<file path="config.mk">
export PLATFORM = sky130hd
export DESIGN_NAME = exmem_skid_stage_flat
export DESIGN_NICKNAME = d
export VERILOG_FILES = /design/src/rtl/exmem_skid_stage_pkg.sv /design/src/rtl/exmem_skid_stage_if.sv /design/src/rtl/exmem_skid_stage_entry.sv /design/src/rtl/exmem_skid_stage.sv /design/src/flat_wrapper.sv
export SDC_FILE = /design/constraint.sdc
export NUM_CORES = 1
export LEC_CHECK = 0
export CORE_MARGIN = 1.5
export CORE_UTILIZATION = 47
export CTS_BUF_LIST = sky130_fd_sc_hd__clkbuf_2 sky130_fd_sc_hd__clkbuf_4 sky130_fd_sc_hd__clkbuf_8
export DETAILED_ROUTE_END_ITERATION = 16
export PLACE_DENSITY = 0.86
export SLEW_MARGIN = 20
export SYNTH_ARGS = -nofsm -noshare
export SYNTH_HDL_FRONTEND = slang
export SYNTH_SLANG_ARGS = --single-unit
</file>
<file path="constraint.sdc">
create_clock -name CLK -period 2.12 [get_ports CLK]
set_input_delay 0.318 -clock CLK [delete_from_list [all_inputs] [get_ports CLK]]
set_output_delay 0.318 -clock CLK [all_outputs]
set_load 0.01 [all_outputs]
</file>
<file path="src/rtl/exmem_skid_stage_pkg.sv">
// Shared types and constants for the EX->MEM pipeline stage.
// Control-bit indices, default widths and the stage occupancy state.
package mips_pipe_pkg;

  localparam int unsigned CTRL_REGWRITE = 0;
  localparam int unsigned CTRL_MEMTORG  = 1;
  localparam int unsigned CTRL_MEMWRITE = 2;

  localparam int unsigned CTRL_W         = 3;
  localparam int unsigned DEF_DATA_W     = 32;
  localparam int unsigned DEF_REG_ADDR_W = 5;
  localparam int unsigned OCC_W          = 2;

  typedef enum logic [1:0] {
    EMPTY = 2'd0,
    ONE   = 2'd1,
    FULL  = 2'd2
  } stage_state_t;

  // Number of entries held in a given state.
  function automatic logic [OCC_W-1:0] state_occ(input stage_state_t s);
    logic [OCC_W-1:0] occ;
    occ = '0;
    case (s)
      EMPTY:   occ = OCC_W'(0);
      ONE:     occ = OCC_W'(1);
      FULL:    occ = OCC_W'(2);
      default: occ = OCC_W'(0);
    endcase
    return occ;
  endfunction

endpackage

</file>
<file path="src/rtl/exmem_skid_stage_if.sv">
// EX-side and MEM-side handshake/payload bundle of the EX->MEM stage.
// slave = the stage itself, master = the surrounding pipeline.
interface exmem_skid_stage_if
  import mips_pipe_pkg::*;
#(
  parameter int unsigned DATA_W     = DEF_DATA_W,
  parameter int unsigned REG_ADDR_W = DEF_REG_ADDR_W,
  parameter int unsigned CTRL_W     = mips_pipe_pkg::CTRL_W
);

  logic                  in_valid;
  logic                  in_ready;
  logic [CTRL_W-1:0]     CtrlE;
  logic [REG_ADDR_W-1:0] WriteRegE;
  logic [DATA_W-1:0]     WriteDataE;
  logic [DATA_W-1:0]     ALUOutE;

  logic                  out_valid;
  logic                  out_ready;
  logic [CTRL_W-1:0]     CtrlM;
  logic [REG_ADDR_W-1:0] WriteRegM;
  logic [DATA_W-1:0]     WriteDataM;
  logic [DATA_W-1:0]     ALUOutM;

  logic [OCC_W-1:0]      occupancy;

  modport master (
    output in_valid, CtrlE, WriteRegE, WriteDataE, ALUOutE, out_ready,
    input  in_ready, out_valid, CtrlM, WriteRegM, WriteDataM, ALUOutM, occupancy
  );

  modport slave (
    input  in_valid, CtrlE, WriteRegE, WriteDataE, ALUOutE, out_ready,
    output in_ready, out_valid, CtrlM, WriteRegM, WriteDataM, ALUOutM, occupancy
  );

endinterface

</file>
<file path="src/rtl/exmem_skid_stage_entry.sv">
// One payload slot of the EX->MEM stage: load-enabled data with a
// synchronous control clear (bubble insertion) and async reset.
module pipe_entry #(
  parameter int unsigned CTRL_W     = 3,
  parameter int unsigned REG_ADDR_W = 5,
  parameter int unsigned DATA_W     = 32
) (
  input  logic                  clk,
  input  logic                  rst_n,
  input  logic                  load,
  input  logic                  clr_ctrl,
  input  logic [CTRL_W-1:0]     d_ctrl,
  input  logic [REG_ADDR_W-1:0] d_reg,
  input  logic [DATA_W-1:0]     d_wdata,
  input  logic [DATA_W-1:0]     d_alu,
  output logic [CTRL_W-1:0]     q_ctrl,
  output logic [REG_ADDR_W-1:0] q_reg,
  output logic [DATA_W-1:0]     q_wdata,
  output logic [DATA_W-1:0]     q_alu
);

  // Clearing control wins over a load so a flushed slot is always a bubble.
  always_ff @(posedge clk or negedge rst_n) begin
    if (!rst_n) begin
      q_ctrl <= '0;
    end else if (clr_ctrl) begin
      q_ctrl <= '0;
    end else if (load) begin
      q_ctrl <= d_ctrl;
    end
  end

  // Data fields are only updated on load; they hold across bubbles.
  always_ff @(posedge clk or negedge rst_n) begin
    if (!rst_n) begin
      q_reg   <= '0;
      q_wdata <= '0;
      q_alu   <= '0;
    end else if (load) begin
      q_reg   <= d_reg;
      q_wdata <= d_wdata;
      q_alu   <= d_alu;
    end
  end

endmodule

</file>
<file path="src/rtl/exmem_skid_stage.sv">
// EX->MEM pipeline register with valid/ready handshake and a 2-entry skid
// buffer; in_ready is a pure state decode so MEM back-pressure is registered.
module exmem_skid_stage #(
  parameter int unsigned DATA_W     = mips_pipe_pkg::DEF_DATA_W,
  parameter int unsigned REG_ADDR_W = mips_pipe_pkg::DEF_REG_ADDR_W,
  parameter int unsigned CTRL_W     = mips_pipe_pkg::CTRL_W
) (
  input  logic                CLK,
  input  logic                Reset,
  input  logic                FlushM,
  exmem_skid_stage_if.slave   bus
);

  import mips_pipe_pkg::*;

  stage_state_t state, state_n;

  logic acc, dep;
  logic main_load, main_sel_skid, main_clr;
  logic skid_load, skid_clr;

  logic [CTRL_W-1:0]     main_d_ctrl, main_q_ctrl, skid_q_ctrl;
  logic [REG_ADDR_W-1:0] main_d_reg,  main_q_reg,  skid_q_reg;
  logic [DATA_W-1:0]     main_d_wdata, main_q_wdata, skid_q_wdata;
  logic [DATA_W-1:0]     main_d_alu,  main_q_alu,  skid_q_alu;

  // Handshake flags decode straight from the state register.
  assign bus.in_ready  = (state != FULL);
  assign bus.out_valid = (state != EMPTY);
  assign bus.occupancy = state_occ(state);

  assign acc = bus.in_valid  & bus.in_ready;
  assign dep = bus.out_valid & bus.out_ready;

  always_ff @(posedge CLK or negedge Reset) begin
    if (!Reset) begin
      state <= EMPTY;
    end else begin
      state <= state_n;
    end
  end

  // Next state and slot controls; flush overrides every transfer.
  always_comb begin
    state_n       = state;
    main_load     = 1'b0;
    main_sel_skid = 1'b0;
    main_clr      = 1'b0;
    skid_load     = 1'b0;
    skid_clr      = 1'b0;

    if (FlushM) begin
      state_n  = EMPTY;
      main_clr = 1'b1;
      skid_clr = 1'b1;
    end else begin
      case (state)
        EMPTY: begin
          if (acc) begin
            state_n   = ONE;
            main_load = 1'b1;
          end
        end
        ONE: begin
          if (acc && !dep) begin
            state_n   = FULL;
            skid_load = 1'b1;
          end else if (dep && !acc) begin
            state_n  = EMPTY;
            main_clr = 1'b1;
          end else if (acc && dep) begin
            state_n   = ONE;
            main_load = 1'b1;
          end
        end
        FULL: begin
          if (dep) begin
            state_n       = ONE;
            main_load     = 1'b1;
            main_sel_skid = 1'b1;
          end
        end
        default: begin
          state_n  = EMPTY;
          main_clr = 1'b1;
          skid_clr = 1'b1;
        end
      endcase
    end
  end

  // Main slot refills from the older skid entry when draining FULL.
  always_comb begin
    main_d_ctrl  = bus.CtrlE;
    main_d_reg   = bus.WriteRegE;
    main_d_wdata = bus.WriteDataE;
    main_d_alu   = bus.ALUOutE;
    if (main_sel_skid) begin
      main_d_ctrl  = skid_q_ctrl;
      main_d_reg   = skid_q_reg;
      main_d_wdata = skid_q_wdata;
      main_d_alu   = skid_q_alu;
    end
  end

  pipe_entry #(
    .CTRL_W     (CTRL_W),
    .REG_ADDR_W (REG_ADDR_W),
    .DATA_W     (DATA_W)
  ) u_main (
    .clk      (CLK),
    .rst_n    (Reset),
    .load     (main_load),
    .clr_ctrl (main_clr),
    .d_ctrl   (main_d_ctrl),
    .d_reg    (main_d_reg),
    .d_wdata  (main_d_wdata),
    .d_alu    (main_d_alu),
    .q_ctrl   (main_q_ctrl),
    .q_reg    (main_q_reg),
    .q_wdata  (main_q_wdata),
    .q_alu    (main_q_alu)
  );

  pipe_entry #(
    .CTRL_W     (CTRL_W),
    .REG_ADDR_W (REG_ADDR_W),
    .DATA_W     (DATA_W)
  ) u_skid (
    .clk      (CLK),
    .rst_n    (Reset),
    .load     (skid_load),
    .clr_ctrl (skid_clr),
    .d_ctrl   (bus.CtrlE),
    .d_reg    (bus.WriteRegE),
    .d_wdata  (bus.WriteDataE),
    .d_alu    (bus.ALUOutE),
    .q_ctrl   (skid_q_ctrl),
    .q_reg    (skid_q_reg),
    .q_wdata  (skid_q_wdata),
    .q_alu    (skid_q_alu)
  );

  assign bus.CtrlM      = main_q_ctrl;
  assign bus.WriteRegM  = main_q_reg;
  assign bus.WriteDataM = main_q_wdata;
  assign bus.ALUOutM    = main_q_alu;

endmodule

</file>
<file path="src/flat_wrapper.sv">
// flat-port wrapper written by rule: the top's interface ports become plain ports
module exmem_skid_stage_flat import mips_pipe_pkg::*;
#(
  parameter int unsigned DATA_W     = mips_pipe_pkg::DEF_DATA_W,
  parameter int unsigned REG_ADDR_W = mips_pipe_pkg::DEF_REG_ADDR_W,
  parameter int unsigned CTRL_W     = mips_pipe_pkg::CTRL_W
)
  (CLK, Reset, FlushM, bus_in_valid, bus_CtrlE, bus_WriteRegE, bus_WriteDataE, bus_ALUOutE, bus_out_ready, bus_in_ready, bus_out_valid, bus_CtrlM, bus_WriteRegM, bus_WriteDataM, bus_ALUOutM, bus_occupancy);
  exmem_skid_stage_if #(.DATA_W(DATA_W), .REG_ADDR_W(REG_ADDR_W), .CTRL_W(CTRL_W)) bus_i ();
  input  logic CLK;
  input  logic Reset;
  input  logic FlushM;
  input wire logic [$bits(bus_i.in_valid)-1:0] bus_in_valid;
  input wire logic [$bits(bus_i.CtrlE)-1:0] bus_CtrlE;
  input wire logic [$bits(bus_i.WriteRegE)-1:0] bus_WriteRegE;
  input wire logic [$bits(bus_i.WriteDataE)-1:0] bus_WriteDataE;
  input wire logic [$bits(bus_i.ALUOutE)-1:0] bus_ALUOutE;
  input wire logic [$bits(bus_i.out_ready)-1:0] bus_out_ready;
  output wire logic [$bits(bus_i.in_ready)-1:0] bus_in_ready;
  output wire logic [$bits(bus_i.out_valid)-1:0] bus_out_valid;
  output wire logic [$bits(bus_i.CtrlM)-1:0] bus_CtrlM;
  output wire logic [$bits(bus_i.WriteRegM)-1:0] bus_WriteRegM;
  output wire logic [$bits(bus_i.WriteDataM)-1:0] bus_WriteDataM;
  output wire logic [$bits(bus_i.ALUOutM)-1:0] bus_ALUOutM;
  output wire logic [$bits(bus_i.occupancy)-1:0] bus_occupancy;
  assign bus_i.in_valid = bus_in_valid;
  assign bus_i.CtrlE = bus_CtrlE;
  assign bus_i.WriteRegE = bus_WriteRegE;
  assign bus_i.WriteDataE = bus_WriteDataE;
  assign bus_i.ALUOutE = bus_ALUOutE;
  assign bus_i.out_ready = bus_out_ready;
  assign bus_in_ready = bus_i.in_ready;
  assign bus_out_valid = bus_i.out_valid;
  assign bus_CtrlM = bus_i.CtrlM;
  assign bus_WriteRegM = bus_i.WriteRegM;
  assign bus_WriteDataM = bus_i.WriteDataM;
  assign bus_ALUOutM = bus_i.ALUOutM;
  assign bus_occupancy = bus_i.occupancy;
  exmem_skid_stage #(.DATA_W(DATA_W), .REG_ADDR_W(REG_ADDR_W), .CTRL_W(CTRL_W)) u_core (.CLK(CLK), .Reset(Reset), .FlushM(FlushM), .bus(bus_i));
endmodule
</file>
Word level (Yosys, flattened, before mapping)
Cells that the tools add are included.
{ "op_classes": {"n_addsub": 0, "mul": 0, "div_mod_pow": 0, "magnitude_cmp": 0, "n_eq_ne": 6, "shift": 0, "mux": 34, "n_bitwise": 2, "n_reduce_logical": 12} }
{ "ops": {"columns": ["cell", "n"], "rows": [
  ["two-way mux 32 bit", 2],
  ["two-way mux 1 bit", 16],
  ["two-way mux 3 bit", 5],
  ["two-way mux 2 bit", 6],
  ["!= test 3 x 2 -> 1 bit (second input constant)", 2],
  ["case mux 2 bit (3 select lines)", 1],
  ["nonzero test 2 bit", 3],
  ["two-way mux 5 bit", 1],
  ["!= test 5 x 2 -> 1 bit (second input constant)", 1],
  ["case mux 2 bit (2 select lines)", 1],
  ["logical AND 1 bit", 3],
  ["case mux 1 bit (3 select lines)", 1],
  ["AND reduction 3 bit", 1],
  ["OR reduction 3 bit", 1],
  ["bitwise AND 1 bit", 2],
  ["== test 2 x 1 -> 1 bit (second input constant)", 1],
  ["== test 2 bit (second input constant)", 1],
  ["logical NOT 1 bit", 2],
  ["logical NOT 2 bit", 1],
  ["!= test 2 bit (second input constant)", 1],
  ["case mux 1 bit (2 select lines)", 1],
  ["OR reduction 2 bit", 1]
]} }
{ "word_totals": {"reg_bits": 146, "latchBits": 0, "mem_bits_rw": 0, "mem_bits_ro": 0, "inputBits": 77, "output_inout_bits": 76, "elab_cells": 63, "memories": 0} }

Longest topological paths before layout
Gate-level depths: netlist (run 1).
{ "logic_depth": {"word_depth": 10, "depth_mapped": 11, "ltp_nobuf": 9} }

By module
A second synthesis (run 1) with hierarchy kept.
{ "unflattened": {"hier_cells": 411, "hier_area_um2": 7221.9} }
{ "modules_own_cells": {"columns": ["module", "instances", "cells_per_inst", "area_each_um2", "seq_area_each_um2"], "rows": [
  ["pipe_entry", 2, 155, 3022.9, 1801.7],
  ["exmem_skid_stage", 1, 101, 1176.1, 50.0]
]} }

Worst setup path after synthesis (run 1)
No wires, ideal clock.
{ "synth_path": {"kind": "register -> register", "start": "reg u_core.state[1]", "end": "reg u_core.u_skid.q_alu[0]", "setup_time_ns": 0.125, "arrival_time_ns": 2.280, "t_required_ns": 1.995, "slack_ns": -0.285, "stages_incl_launch_ff": 10, "path_buffers": 3, "period_less_slack_ns": 2.405, "cell_sequence": "dfrtp_1 -> buf_2 -> or2_2 -> nand2_1 -> ha_1 -> nand2_1 -> nor3_2 -> buf_2 -> buf_4 -> mux2_2"} }
{ "synth_between": {"elab_chain_cells": 7, "elab_cells_between_ends": 10, "classes_between": "eq/ne: 2; mux: 3; bitwise: 2; reduce/logical: 3"} }
{ "synth_rtl": {"columns": ["element", "line_no", "source"], "rows": [
  ["start, declared", "exmem_skid_stage.sv:16", "stage_state_t state, state_n;"],
  ["start signal, assigned", "exmem_skid_stage.sv:39", "state <= state_n;"],
  ["nonzero test 2 bit", "exmem_skid_stage.sv:29", "assign bus.out_valid = (state != EMPTY);"],
  ["net bus_out_valid", "flat_wrapper.sv:20", "output wire logic [$bits(bus_i.out_valid)-1:0] bus_out_valid;"],
  ["bitwise AND 1 bit", "exmem_skid_stage.sv:33", "assign dep = bus.out_valid & bus.out_ready;"],
  ["logical NOT 1 bit", "exmem_skid_stage.sv:65", "if (acc && !dep) begin"],
  ["logical AND 1 bit", "exmem_skid_stage.sv:65", null],
  ["two-way mux 1 bit", "exmem_skid_stage.sv:65", null],
  ["two-way mux 1 bit", "exmem_skid_stage.sv:57", "case (state)"],
  ["two-way mux 1 bit", "exmem_skid_stage.sv:52", "if (FlushM) begin"],
  ["end signal, assigned", "exmem_skid_stage_entry.sv:42", "q_alu <= d_alu;"],
  ["end, declared", "exmem_skid_stage_entry.sv:19", "output logic [DATA_W-1:0] q_alu"]
]} }
The timed path passes the listed nets, and every way through them passes these cells.
A chain may end at the register's enable or synchronous reset.

Worst setup path in the final report (run 1)
{ "layout_path": {"start": "reg u_core.state[1]", "end": "reg u_core.u_main.q_alu[20]"} }
{ "layout_between": {"elab_chain_cells": 8, "elab_cells_between_ends": 22, "classes_between": "eq/ne: 3; mux: 10; bitwise: 2; reduce/logical: 7"} }
{ "layout_rtl": {"columns": ["element", "line_no", "source"], "rows": [
  ["!= test 2 bit / nonzero test 2 bit (equally long branches)", "exmem_skid_stage.sv:28, exmem_skid_stage.sv:29", null],
  ["bitwise AND 1 bit (on tied branches)", "exmem_skid_stage.sv:32, exmem_skid_stage.sv:33", null],
  ["logical AND 1 bit / logical NOT 1 bit (equally long branches)", "exmem_skid_stage.sv:71, exmem_skid_stage.sv:68", null],
  ["two-way mux 1 bit / logical AND 1 bit (equally long branches)", "exmem_skid_stage.sv:71, exmem_skid_stage.sv:68", null],
  ["two-way mux 1 bit", "exmem_skid_stage.sv:68", "end else if (dep && !acc) begin"],
  ["two-way mux 1 bit", "exmem_skid_stage.sv:65", null],
  ["case mux 1 bit (3 select lines)", "exmem_skid_stage.sv:57", null],
  ["two-way mux 1 bit", "exmem_skid_stage.sv:52", null],
  ["end signal, assigned", "exmem_skid_stage_entry.sv:42", null],
  ["end, declared", "exmem_skid_stage_entry.sv:19", null]
]} }
Several ways; a longest one is shown, not always the timed one.

==> flow_results.org, run 1 <==
** Clock network
- The longest clock path from root to sink contains 2 buffers.
- For this design, the sink count on the clock tree is 146.
- The root buffer cell chosen for the clock tree is clkbuf_8.
- Latest clock arrival within the worst-skew pair :: 0.46 ns
- The H-tree was split into 4 levels.
- After clock tree synthesis, the clock-pin slew on the worst setup and hold paths is 0.08 ns.
- The number of clock buffers added by TritonCTS is 17.
- CTS tree :: done

** Global routing
- For this run, the total global-route usage over all layers was measured as 0.215.
- For this run, global-route usage on met1 was measured as 0.261.
- Most congested layer reported by global routing :: met2
- Global Route met3 Usage :: 0.0706
- The first global-routing pass estimated 24200 um of wire.
- Initial antenna violation count :: 0
- Number of global-route vias before repair :: 4625
- Total gr overflow :: 0
- For met2 alone, demand over resource in global routing was 0.355.
- Pin count of the biggest net entering global routing :: 50

** Critical path
- Traced cell by cell, the critical path runs through buf_6, nand2_4, and2_4, ha_4, mux2i_1, o21a_2, nor2_4, buf_12, buf_12, mux2_2.
- The slowest stage of the critical path is the dfrtp_1 cell.
- STA puts the critical path data arrival time at 2.43 ns.
- Depth of the worst register-to-register path :: 10
- Type of element capturing the critical path :: flip-flop
- Of all nets on the critical path, the largest fanout is 7.
- Nature of the critical path startpoint :: flip-flop
- Launch instance of the worst register-to-register path :: u_core.state[1]
- Worst reg2reg endpoint :: u_core.u_main.q_alu[20]
- Critical Path RT :: 2.45 ns
- In this design, the stage delay of the slowest critical-path cell is ~0.40 ns.
- The cell that appears most often on the critical path is buf_12.
- The worst setup path is of the flip-flop to flip-flop kind.
- R2r setup slk :: ~0.023 ns

** Logic synthesis
- Number of flip-flops and latches in the synthesized netlist :: 146
- The cell count after synthesis came out at 434.
- Syn nets :: 514
- Total standard cell area after synthesis :: 6740 sq um
- For this run, asynchronously set or reset flops after synthesis account for 1.00.
- Counting distinct cell types in the post-synthesis netlist gives 27.
- Main flop type after synthesis :: dfrtp_1
- Synthesized area per cell :: 15.5 sq um
- Yosys printed 0 warnings.
- The most common cell in the synthesized netlist is dfrtp_1.
- By area the synthesized netlist is led by dfrtp_1 54%, mux2_2 24%, mux2_4 14%.
- Counting flops with a built-in enable in the synthesized netlist gives 0.
- Register area share after synthesis :: 0.542
- Area fraction of the dominant cell type after synthesis :: 0.542
- Yosys top cell by area :: dfrtp_1
- Leading post-synthesis cells by instance count :: 146 x dfrtp_1, 144 x mux2_2, 63 x mux2_4

** Detailed routing
- Pre-antenna DRT Iters :: 5
- After detailed routing, the number of vias per cell comes to 5.32.
- Routed wire length :: 17100 um
- Across all layers, the routed design uses about 4400 vias.
- DRC violation total after the first TritonRoute iteration :: roughly 180
- The count of nets left with antenna violations once routing finished came out at 0.
- In the routed design, unresolved DRC markers number 0.
- Average detailed-routed wire length per instance :: 20.7 um

** Layout
- In the final layout, the share of cells above drive strength 1 is 0.473.
- Post-Layout Inst Area :: 9720 sq um
- Area growth from synthesis to layout :: 44.2%
- Antenna cell count :: 0
- The count of cells in the finished layout, fillers not included, comes to 825.
- In the final design database the tool counted 712 nets.

** STA
- In the final timing run, aggregate negative setup slack is 0 ns.
- The final number of hold-violating endpoints is 0.
- Post-layout min period :: around 2.1 ns
- Setup violations remaining at the end of the flow were counted as 0.
- Worst-margin pin slew :: approximately 0.49 ns
- Setup slack on the critical path of the routed design comes to 0.0230 ns.
- Setup repair after global routing missed its margin :: true
- Crit share post-route :: 0.989
- Maximum clock frequency :: 0.477 GHz
- Clock skew on the completed layout was measured at 0.0139 ns.
- Worst slew slack as a fraction of its limit :: 0.674
- Number of slew-limit violations in the final report :: 0

** Placement
- Summing all placed instances gives a cell area of 8670 sq um.
- Post-placement setup slack :: -0.287 ns
- Detailed placement finished with a half-perimeter wire length of 10100 um.
- Number of cells after detailed placement :: 766
- Gp weighted congestion :: 0.795
- Input/output buffers :: 152

** Power and ir drop
- The worst-case IR drop observed on VDD is 669 uV.
- Total chip power :: 9.25 mW
- In this run the power density over the cells is 952 nW/um^2.
- Leakage :: between 4 and 5 nW

** Worst hold path
- In this run the worst hold path is classified as input pin to asynchronous set/reset pin.

** Die
- Count of standard-cell rows :: 43
- The die is 123 um wide.
- Measured along the y axis, the die boundary spans roughly 120 um.
- The floorplan step defined a die boundary enclosing 15100 sq um.
- For this configuration, the core starts out at a cell density of 0.484.
- approximately 150 I/O pins were placed.
- Core ar. :: between 10000 and 15000 sq um

** Flow run
- Count of max-cap constraint violations :: 0

** Run status
- Outcome :: completed
per-layer routing:
layer  part of all wire  routed length, um
met4              0.020                343
met1               0.42               7180
met3              0.054                930
met2               0.50               8610
met5                  0                  0
final cells by class:
| class | count | area [sq um] |
|---|---|---|
| clock inverter | 8 | 76.3 |
| clock buffer | 24 | 318 |
| tap | 180 | 225 |
| fill | 899 | 4220 |
| multi-input combinational | 259 | 3080 |
| sequential | 146 | 3650 |
| inverter | 4 | 15.0 |
| timing repair buffer | 204 | 2350 |
worst max-delay path: cells and delay by family (launching register included):
family | cells | cell delay, ns
mux | 2 | 0.40
simple gates | 3 | 0.39
fa+ha+maj | 1 | 0.13
compound gates | 1 | 0.22
flops | 1 | 0.40
buf+inv | 3 | 0.43
cell usage in the layout (no fill, tap or decap), drive strengths merged, types with 4 or more instances in the layout:
cell           Yosys  routed
mux2             207     207
clkdlybuf4s50      0     150
dfrtp            146     146
buf               25      43
clkbuf             0      33
a21oi              9       9
nor2               9       9
nand3              6       6
o21ai              4       4
clkinv             0       4
inv                4       4
where the power goes:
part           total [mW]  internal, mW  switching (mW)
Combinational        2.87          1.93           0.938
Clock                2.14          1.11            1.03
Sequential           4.24          3.69           0.550
timing repair:
item | in CTS | in global routing
cloned | 4 | 12
hold buffers | 1 | 0
endpoints found under the setup margin | 120 | 139
pin swaps | 3 | 5
gates resized for setup | 10 | 44
setup buffers | 9 | 2
endpoints found under the hold margin | 45 | 0
stage by stage:
step | hold WS (ns) | utilization
after floorplan | 0.0224 | -
after global placement | 0.283 | 0.622
after detailed placement | 0.293 | 0.622
after CTS | 0.364 | 0.666
after global routing | 0.379 | 0.697
final | 0.367 | 0.697
kinds of logic (layout without fill, tap and decap cells):
family / count (synthesis) / in the layout / share of synthesized area
adders and majority gates: 3 / 3 / 0.00557
DFF: 146 / 146 / 0.542
AOI/OAI and AO/OA: 17 / 17 / 0.0143
buffers and inverters: 29 / 240 / 0.0279
and+or+nand+nor: 31 / 31 / 0.0275
muxes: 208 / 208 / 0.383
worst max path at each step:
| stage | startpoint | to | slack (ns) |
|---|---|---|---|
| 2_1_floorplan | u_core.state[0] | u_core.u_main.q_reg[0] | -0.02 |
| 3_3_place_gp | bus_in_valid | u_core.u_main.q_alu[27] | -0.22 |
| 3_5_place_dp | bus_in_valid | u_core.u_main.q_alu[4] | -0.29 |
| 4_1_cts | u_core.state[0] | u_core.u_skid.q_wdata[26] | -0.04 |
| 5_1_grt | u_core.state[1] | u_core.u_main.q_alu[29] | -0.04 |
| 6_report | u_core.state[1] | u_core.u_main.q_alu[20] | 0.02 |
Note: power is estimated with default switching activity, not from simulation.
==> run 2: changes to the inputs <==
--- a/config.mk
+++ b/config.mk
@@ -6,11 +6,12 @@
 export NUM_CORES = 1
 export LEC_CHECK = 0
 export CORE_MARGIN = 1.5
-export CORE_UTILIZATION = 47
-export CTS_BUF_LIST = sky130_fd_sc_hd__clkbuf_2 sky130_fd_sc_hd__clkbuf_4 sky130_fd_sc_hd__clkbuf_8
+export CORE_UTILIZATION = 46
+export CTS_BUF_LIST = sky130_fd_sc_hd__clkbuf_4 sky130_fd_sc_hd__clkbuf_8 sky130_fd_sc_hd__clkbuf_16
 export DETAILED_ROUTE_END_ITERATION = 16
-export PLACE_DENSITY = 0.86
+export PLACE_DENSITY = 0.84
 export SLEW_MARGIN = 20
 export SYNTH_ARGS = -nofsm -noshare
 export SYNTH_HDL_FRONTEND = slang
+export SYNTH_HIERARCHICAL = 1
 export SYNTH_SLANG_ARGS = --single-unit
==> flow_results.org, run 2 <==
** Placement
- Number of cells after detailed placement :: 789 (+3.0%)
- Gp weighted congestion :: 0.745 (-6.3%)
- The number of port buffers was 152 (unchanged).
- The post-placement setup slack is -0.0853 ns (+0.201 ns).
- Hpwl dp :: 10400 um (+3.3%)

** Clock network
- Max Root-Sink Buffers :: 2 (unchanged)
- TritonCTS built the clock tree.
- The number of CTS-inserted buffers is 17 (unchanged).
- Setup bufs post-CTS :: 0 (-9)
- The clock-pin slew on the worst setup and hold paths came to 0.05 ns (-0.03 ns).
- Latest clock arrival within the worst-skew pair :: 0.41 ns (-0.05 ns)
- Buffer cell driving the clock tree root :: clkbuf_16
- H-Tree Depth :: 4 (unchanged)
- The CTS sink count was 146 (unchanged).

** STA
- The transition at the pin with the smallest max-transition slack came to 0.490 ns (+0.000346 ns).
- Setup repair after global routing missed its margin :: true
- The final worst-path setup slack was 0.111 ns (+0.0880 ns).
- Maximum clock frequency :: 0.498 GHz (+4.4%)
- Endpoints failing hold :: 0 (unchanged)
- The post-route fraction of the period consumed by the critical path was 0.948 (-0.0415).
- The tightest slew margin relative to the limit is 0.673 (about the same).
- The final setup skew came to 0.00906 ns (-0.00488 ns).
- Hold Slack :: 0.434 ns (+0.0669 ns)
- Number of slew-limit violations in the final report :: 0 (unchanged)
- The setup violation total in the final timing report came to 0 (unchanged).
- The time the final worst path needs with I/O delays and setup came to 2.01 ns (-0.0880 ns).

** Logic synthesis
- The post-synthesis cell count is 411 (-5.3%).
- Leading post-synthesis cells by instance count :: 146 x dfrtp_1, 144 x mux2_4, 66 x mux2_2
- The number of warnings issued by yosys was 6 (+6).
- The netlist area before placement came to 7220 sq um (+7.2%).
- Most repeated cell in the gate-level netlist after synthesis :: dfrtp_1
- The portion of synthesized cell area occupied by the leading cell type is 0.506 (-0.0364).
- Register area share after synthesis :: 0.506 (-0.0364)
- The number of synthesized flops with an enable pin came to 0 (unchanged).
- The net count after synthesis came to 488 (-5.1%).
- Cell types with the largest area share after synthesis :: dfrtp_1 51%, mux2_4 30%, mux2_2 10%
- Yosys top cell by area :: dfrtp_1
- Share of synthesized registers carrying an async set or reset :: 1.00 (unchanged)
- Distinct cell type count after synthesis :: 21 (-22%)
- Main flop type after synthesis :: dfrtp_1
- Synthesized area per cell :: 17.6 sq um (+13%)
- Number of flip-flops and latches in the synthesized netlist :: 146 (unchanged)

** Die
- Core ar. :: 15300 sq um (+9.5%)
- Top-level I/O count :: 153 (unchanged)
- The width of the die came to 128 um (+4.5%).
- The die height was 128 um (+4.5%).
- Initial standard-cell utilization of the core :: 0.473 (-0.0102)
- Floorplan die area :: 16500 sq um (+9.3%)
- Count of standard-cell rows :: 45 (+4.7%)

** Detailed routing
- The first-pass detailed-route iteration total is 4 (-1).
- Vias per inst :: 4.92 (-7.5%)
- Average detailed-routed wire length per instance :: 18.2 um (-12%)
- The remaining antenna violation count was 0 (unchanged).
- Residual DRC :: 0 (unchanged)
- The number of vias after detailed routing came to 4034 (-8.1%).
- DRC violation total after the first TritonRoute iteration :: 158 (-11%)
- Routed wire length :: 14900 um (-13%)

** Critical path
- Nature of the critical path startpoint :: flip-flop
- Type of element capturing the critical path :: flip-flop
- Crit-path max FO :: 15 (+8)
- Category of the critical setup timing path :: flip-flop to flip-flop
- The required time at the worst-slack endpoint came to 2.41 ns (-0.04 ns).
- The arrival time of the worst setup path was 2.30 ns (-0.13 ns).

** Layout
- The count of nets after finishing is 675 (-5.2%).
- Final Non-Filler Cells :: 820 (-0.61%)
- Leaving out fill and tap cells, the most frequent cells in the layout are 150 x clkdlybuf4s50_1, 145 x dfrtp_1, 144 x mux2_4.
- Most common library cell in the layout ignoring fill and taps :: clkdlybuf4s50_1
- The final core area utilization came to 0.630 (-0.0676).
- The total inserted antenna cells came to 0 (unchanged).
- The area growth from synthesis to layout is 33.1%.
- Fraction of layout instances using a drive strength above 1 :: 0.476 (+0.00332)

** Global routing
- GRT Overall Usage :: 0.192 (-0.0223)
- Pin count of the biggest net entering global routing :: 52 (+4.0%)
- The number of antenna violations at the first check in global routing is 0 (unchanged).
- The aggregate global routing overflow is 0 (unchanged).
- Number of global-route vias before repair :: 4657 (+0.69%)
- The wire length of the first global-routing pass was 24500 um (+1.5%).

** Power and ir drop
- The reported leakage power was 4.24 nW (+1.2%).
- The highest ir drop seen on vdd came to 699 uV (+4.5%).
- PD cells :: 930 nW/um^2 (-2.3%)
- Total chip power :: 8.94 mW (-3.4%)

** Flow run
- The number of max-capacitance violations reported is 0 (unchanged).

** Run status
- Outcome :: completed

** Worst hold path
- Worst min-delay path category :: input pin to asynchronous set/reset pin
run 2: changes by cell type in the layout (fill, tap and decap cells not counted), moves of 4 or more:
cell       previous run  this run
mux2i_1               1         6
mux2_4               96       144
clkbuf_16             9        17
clkbuf_4              2         6
buf_6                 8         1
buf_4                17        26
mux2_2              111        66
clkbuf_8             22         3
a21oi_1               9         0
buf_16                4         0
nand3_1               6         0
run 2: power by group:
part	leakage (nW)	switching [mW]	total [mW]	internal, mW
registers	1.76	0.393	3.84	3.45
clock network	0.281	1.07	2.84	1.77
logic	2.19	0.672	2.25	1.58
run 2: worst max-delay path, cell delays in order, from the launching register on:
cell and delay (ns):
dfrtp_2 0.41, nor2b_4 0.20, inv_2 0.08, nor3b_4 0.22, buf_4 0.20, buf_12 0.16, mux2_2 0.35, mux2_4 0.26
run 2: cells by family after synthesis:
logic type | Yosys count | synth area share
buffers and inverters | 25 | 0.0634
and+or+nand+nor | 18 | 0.0149
DFF | 146 | 0.506
AOI/OAI and AO/OA | 6 | 0.00520
muxes | 216 | 0.411
run 2: worst paths after layout:
kind                                    startpoint                         to  slack [ns]  cells past startpoint
max in group asynchronous                    Reset  u_core/u_main/q_wdata[22]        1.06                      3
min                                          Reset     u_core/u_skid/q_alu[7]        0.43                      2
min reg2reg                u_core/u_skid/q_alu[22]    u_core/u_skid/q_alu[22]        0.50                      1
max reg2reg                        u_core/state[1]    u_core/u_main/q_alu[28]        0.11                      7
min in group CLK           u_core/u_skid/q_alu[22]    u_core/u_skid/q_alu[22]        0.50                      1
max                                u_core/state[1]    u_core/u_main/q_alu[28]        0.11                      7
run 2: timing repair:
action	4_1_cts	5_1_grt
endpoints found under the hold margin	48	0
hold buffers	1	0
resized for setup	0	2
setup endpoints to repair	0	57
run 2: area by class of cell:
cell class                 instances  area (sq um)
sequential                       146          3650
clock buffer                      26           512
tap                              211           264
clock inverter                     4          51.3
fill                            1112          5650
multi-input combinational        240          3130
timing repair buffer             192          1990
inverter                           1          3.75
run 2: through the flow:
step                      instance area [sq um]  setup TNS (ns)
after floorplan                            7220               0
after global placement                     9030           -4.48
after detailed placement                   9030           -5.83
after CTS                                  9610               0
after global routing                       9610       -0.000233
final                                      9610               0
run 2: layer usage:
layer,GRT usage,routed length (um),vias up
met3,0.0643,815,18
met4,0.0522,208,0
met1,0.241,6480,2076
met2,0.320,7400,100
met5,0,0,-
li1,-,-,1840
==> run 3: changes to the inputs <==
==> constraint.sdc (replaced) <==
create_clock -name CLK -period 2.12 [get_ports CLK]
set_input_delay 0.424 -clock CLK [delete_from_list [all_inputs] [get_ports CLK]]
set_output_delay 0.424 -clock CLK [all_outputs]
set_load 0.01 [all_outputs]
==> flow_results.org, run 3 (same netlist as run 2, synthesis figures left out) <==
** Critical path
- Data arrival time of the critical path :: 2.31 ns (about the same)
- The number of cells traversed by the worst register-to-register path came to 7 (unchanged).
- Largest delay contributor family on the critical path :: multiplexers
- Worst reg2reg endpoint :: u_core/u_main/q_alu[29]
- The worst setup path is launched from a flip-flop.
- The maximum fanout along the worst path was 25 (+10).
- The buffer and inverter count on the worst path was 3 (unchanged).
- The worst setup path is captured at a flip-flop.
- Slowest cell on crit path :: dfrtp_2
- In this run the critical register-to-register path is launched from u_core/state[1].
- The setup path with the least slack is of type flip-flop to flip-flop.
- The reg2reg setup slack was 0.10 ns (about the same).
- The signal on the critical path passes through nor2b_4, inv_2, nor3b_4, buf_4, buf_12, mux2_2, mux2_4.
- The required time at the worst-slack endpoint came to 2.41 ns (about the same).
- The largest stage delay on the critical path was 0.41 ns (about the same).

** Detailed routing
- Residual DRC :: 0 (unchanged)
- The total detailed-routing wirelength came to 14700 um (-1.0%).
- The number of vias after detailed routing is 4016 (-0.45%).
- The first-pass detailed-route iteration total came to 4 (unchanged).
- Routed Antenna Nets :: 0 (unchanged)
- The iteration-0 DRC count of the detailed router is 157 (-0.63%).
- Average detailed-routed wire length per instance :: 17.9 um (-1.2%)
- The average vias per placed instance came to 4.89 (-0.69%).

** Die
- Top-level I/O count :: 153 (unchanged)
- Initial standard-cell utilization of the core :: 0.473 (unchanged)
- The width of the die is 128 um (unchanged).
- Floorplan die area :: 16500 sq um (unchanged)
- Count of standard-cell rows :: 45 (unchanged)
- Die outline height :: 128 um (unchanged)
- Core ar. :: 15300 sq um (unchanged)

** Layout
- Area growth from synthesis to layout :: 33.5%
- The number of fillers in the final layout is 1114 (+0.18%).
- The area occupied by registers is 3650 sq um (unchanged).
- In the layout the commonest cells are 148 x clkdlybuf4s50_1, 145 x dfrtp_1, 144 x mux2_4.
- The layout cell share with drive strength beyond 1 came to 0.478 (+0.00171).
- The count of nets after finishing came to 676 (+0.15%).
- Antenna cell count :: 0 (unchanged)
- The area used by multi-input combinational logic is 3130 sq um (unchanged).
- Most common library cell in the layout ignoring fill and taps :: clkdlybuf4s50_1

** STA
- Setup Viol. Count Final :: 0 (unchanged)
- Number of slew-limit violations in the final report :: 0 (unchanged)
- Setup repair after global routing left no endpoint under its margin.
- Worst-margin pin slew :: 0.409 ns (-0.0805 ns)
- The final sum of negative setup slack is 0 ns (unchanged).
- The final number of hold-violating endpoints is 0 (unchanged).
- The worst hold-check slack came to 0.385 ns (-0.0490 ns).
- The final setup skew was 0.0128 ns (+0.00375 ns).
- Crit share post-route :: 0.952 (+0.00414)
- Worst slew slack as a fraction of its limit :: 0.727 (+0.0537)
- Post-layout min period :: 2.02 ns (+0.00877 ns)
- The maximum frequency from static timing analysis came to 0.496 GHz (-0.43%).

** Clock network
- The root buffer cell chosen for the clock tree is clkbuf_16.
- The number of CTS-inserted buffers came to 17 (unchanged).
- The post-CTS setup buffer count came to 0 (unchanged).
- The clock-pin slew on the worst setup and hold paths came to 0.06 ns (about the same).
- H-Tree Depth :: 4 (unchanged)
- Latest clock arrival within the worst-skew pair :: 0.41 ns (about the same)
- The maximum buffer depth of the clock tree came to 2 (unchanged).
- Clock tree sinks :: 146 (unchanged)
- CTS tree :: done

** Run status
- The flow ran to the end, and the final reports show no timing, DRC or antenna violations.

** Worst hold path
- The min-delay analysis places its worst path in the category input pin to asynchronous set/reset pin.

** Placement
- The number of port buffers is 152 (unchanged).
- The sum of net half-perimeters after detailed placement is 10300 um (-1.3%).
- Gp weighted congestion :: 0.775 (+4.1%)

** Power and ir drop
- The power density normalized to cell area is 926 nW/um^2 (-0.43%).
- Leakage :: 4.25 nW (+0.25%)
- VDD IR max :: 543 uV (-22%)

** Global routing
- GRT Overall Usage :: 0.190 (-0.00187)
- Initial antenna violation count :: 0 (unchanged)
- The via count of the first global-routing pass came to 4553 (-2.2%).
- The maximum number of pins on one net before global-route repair came to 75 (+44%).
- The wire length of the first global-routing pass came to 24300 um (-0.95%).
- The aggregate global routing overflow came to 0 (unchanged).

** Flow run
- The number of max-capacitance violations reported is 0 (unchanged).
==> run 3: area by class of cell <==
class | count | area share
Clock buffer | 22 | 0.0500
Clock inverter | 9 | 0.00857
Inverter | 1 | 0.000389
Multi-Input combinational cell | 240 | 0.325
Sequential cell | 146 | 0.379
Tap cell | 211 | 0.0274
Timing Repair Buffer | 193 | 0.210
==> run 3: worst reg2reg max path: stages (launching register included) <==
cell     delay [ns]
dfrtp_2        0.41
nor2b_4        0.19
inv_2          0.08
nor3b_4        0.21
buf_4          0.18
buf_12         0.20
mux2_2         0.38
mux2_4         0.26
==> run 3: metal layers <==
layer	global-route usage	part of all wire	up-vias
met5	0	0	-
met4	0.0628	0.015	0
met3	0.0551	0.049	17
met2	0.318	0.50	102
met1	0.239	0.44	2057
li1	-	-	1840
==> run 3: stage by stage <==
stage / utilization / area (sq um) / power (mW) / setup slack (ns) / std cells
after floorplan: - / 7220 / 5.08 / 0.228 / 411
after CTS: 0.632 / 9640 / 9.01 / 0.00875 / 822
after detailed placement: 0.594 / 9060 / 6.12 / -0.227 / 790
final: 0.632 / 9640 / 8.93 / 0.102 / 822
after global routing: 0.632 / 9640 / 9.31 / 0.0256 / 822
after global placement: 0.594 / 9060 / 6.02 / -0.191 / 790
==> run 3: how the worst max path moves through the flow <==
stage / end / depth (start not counted) / start / slack (ns)
4_1_cts: bus_occupancy[0] / 3 / u_core/state[0] / 0.009
2_1_floorplan: u_core/u_main/q_alu[0] / 7 / u_core/state[0] / 0.23
3_5_place_dp: u_core/u_main/q_reg[1] / 8 / bus_in_valid / -0.23
6_report: u_core/u_main/q_alu[29] / 7 / u_core/state[1] / 0.10
5_1_grt: u_core/u_main/q_alu[15] / 7 / u_core/state[1] / 0.03
3_3_place_gp: u_core/u_main/q_alu[23] / 6 / bus_out_ready / -0.19
==> run 3: where the power goes <==
group | internal (mW) | switching (mW)
sequential | 3.45 | 0.395
clock | 1.72 | 1.12
combinational | 1.58 | 0.664
total | 6.75 | 2.18
==> run 3: repair_timing <==
action,4_1_cts,5_1_grt
endpoints found under the setup margin,2,32
hold endpoints to repair,6,0
hold buffers,1,0
gates resized for setup,2,2
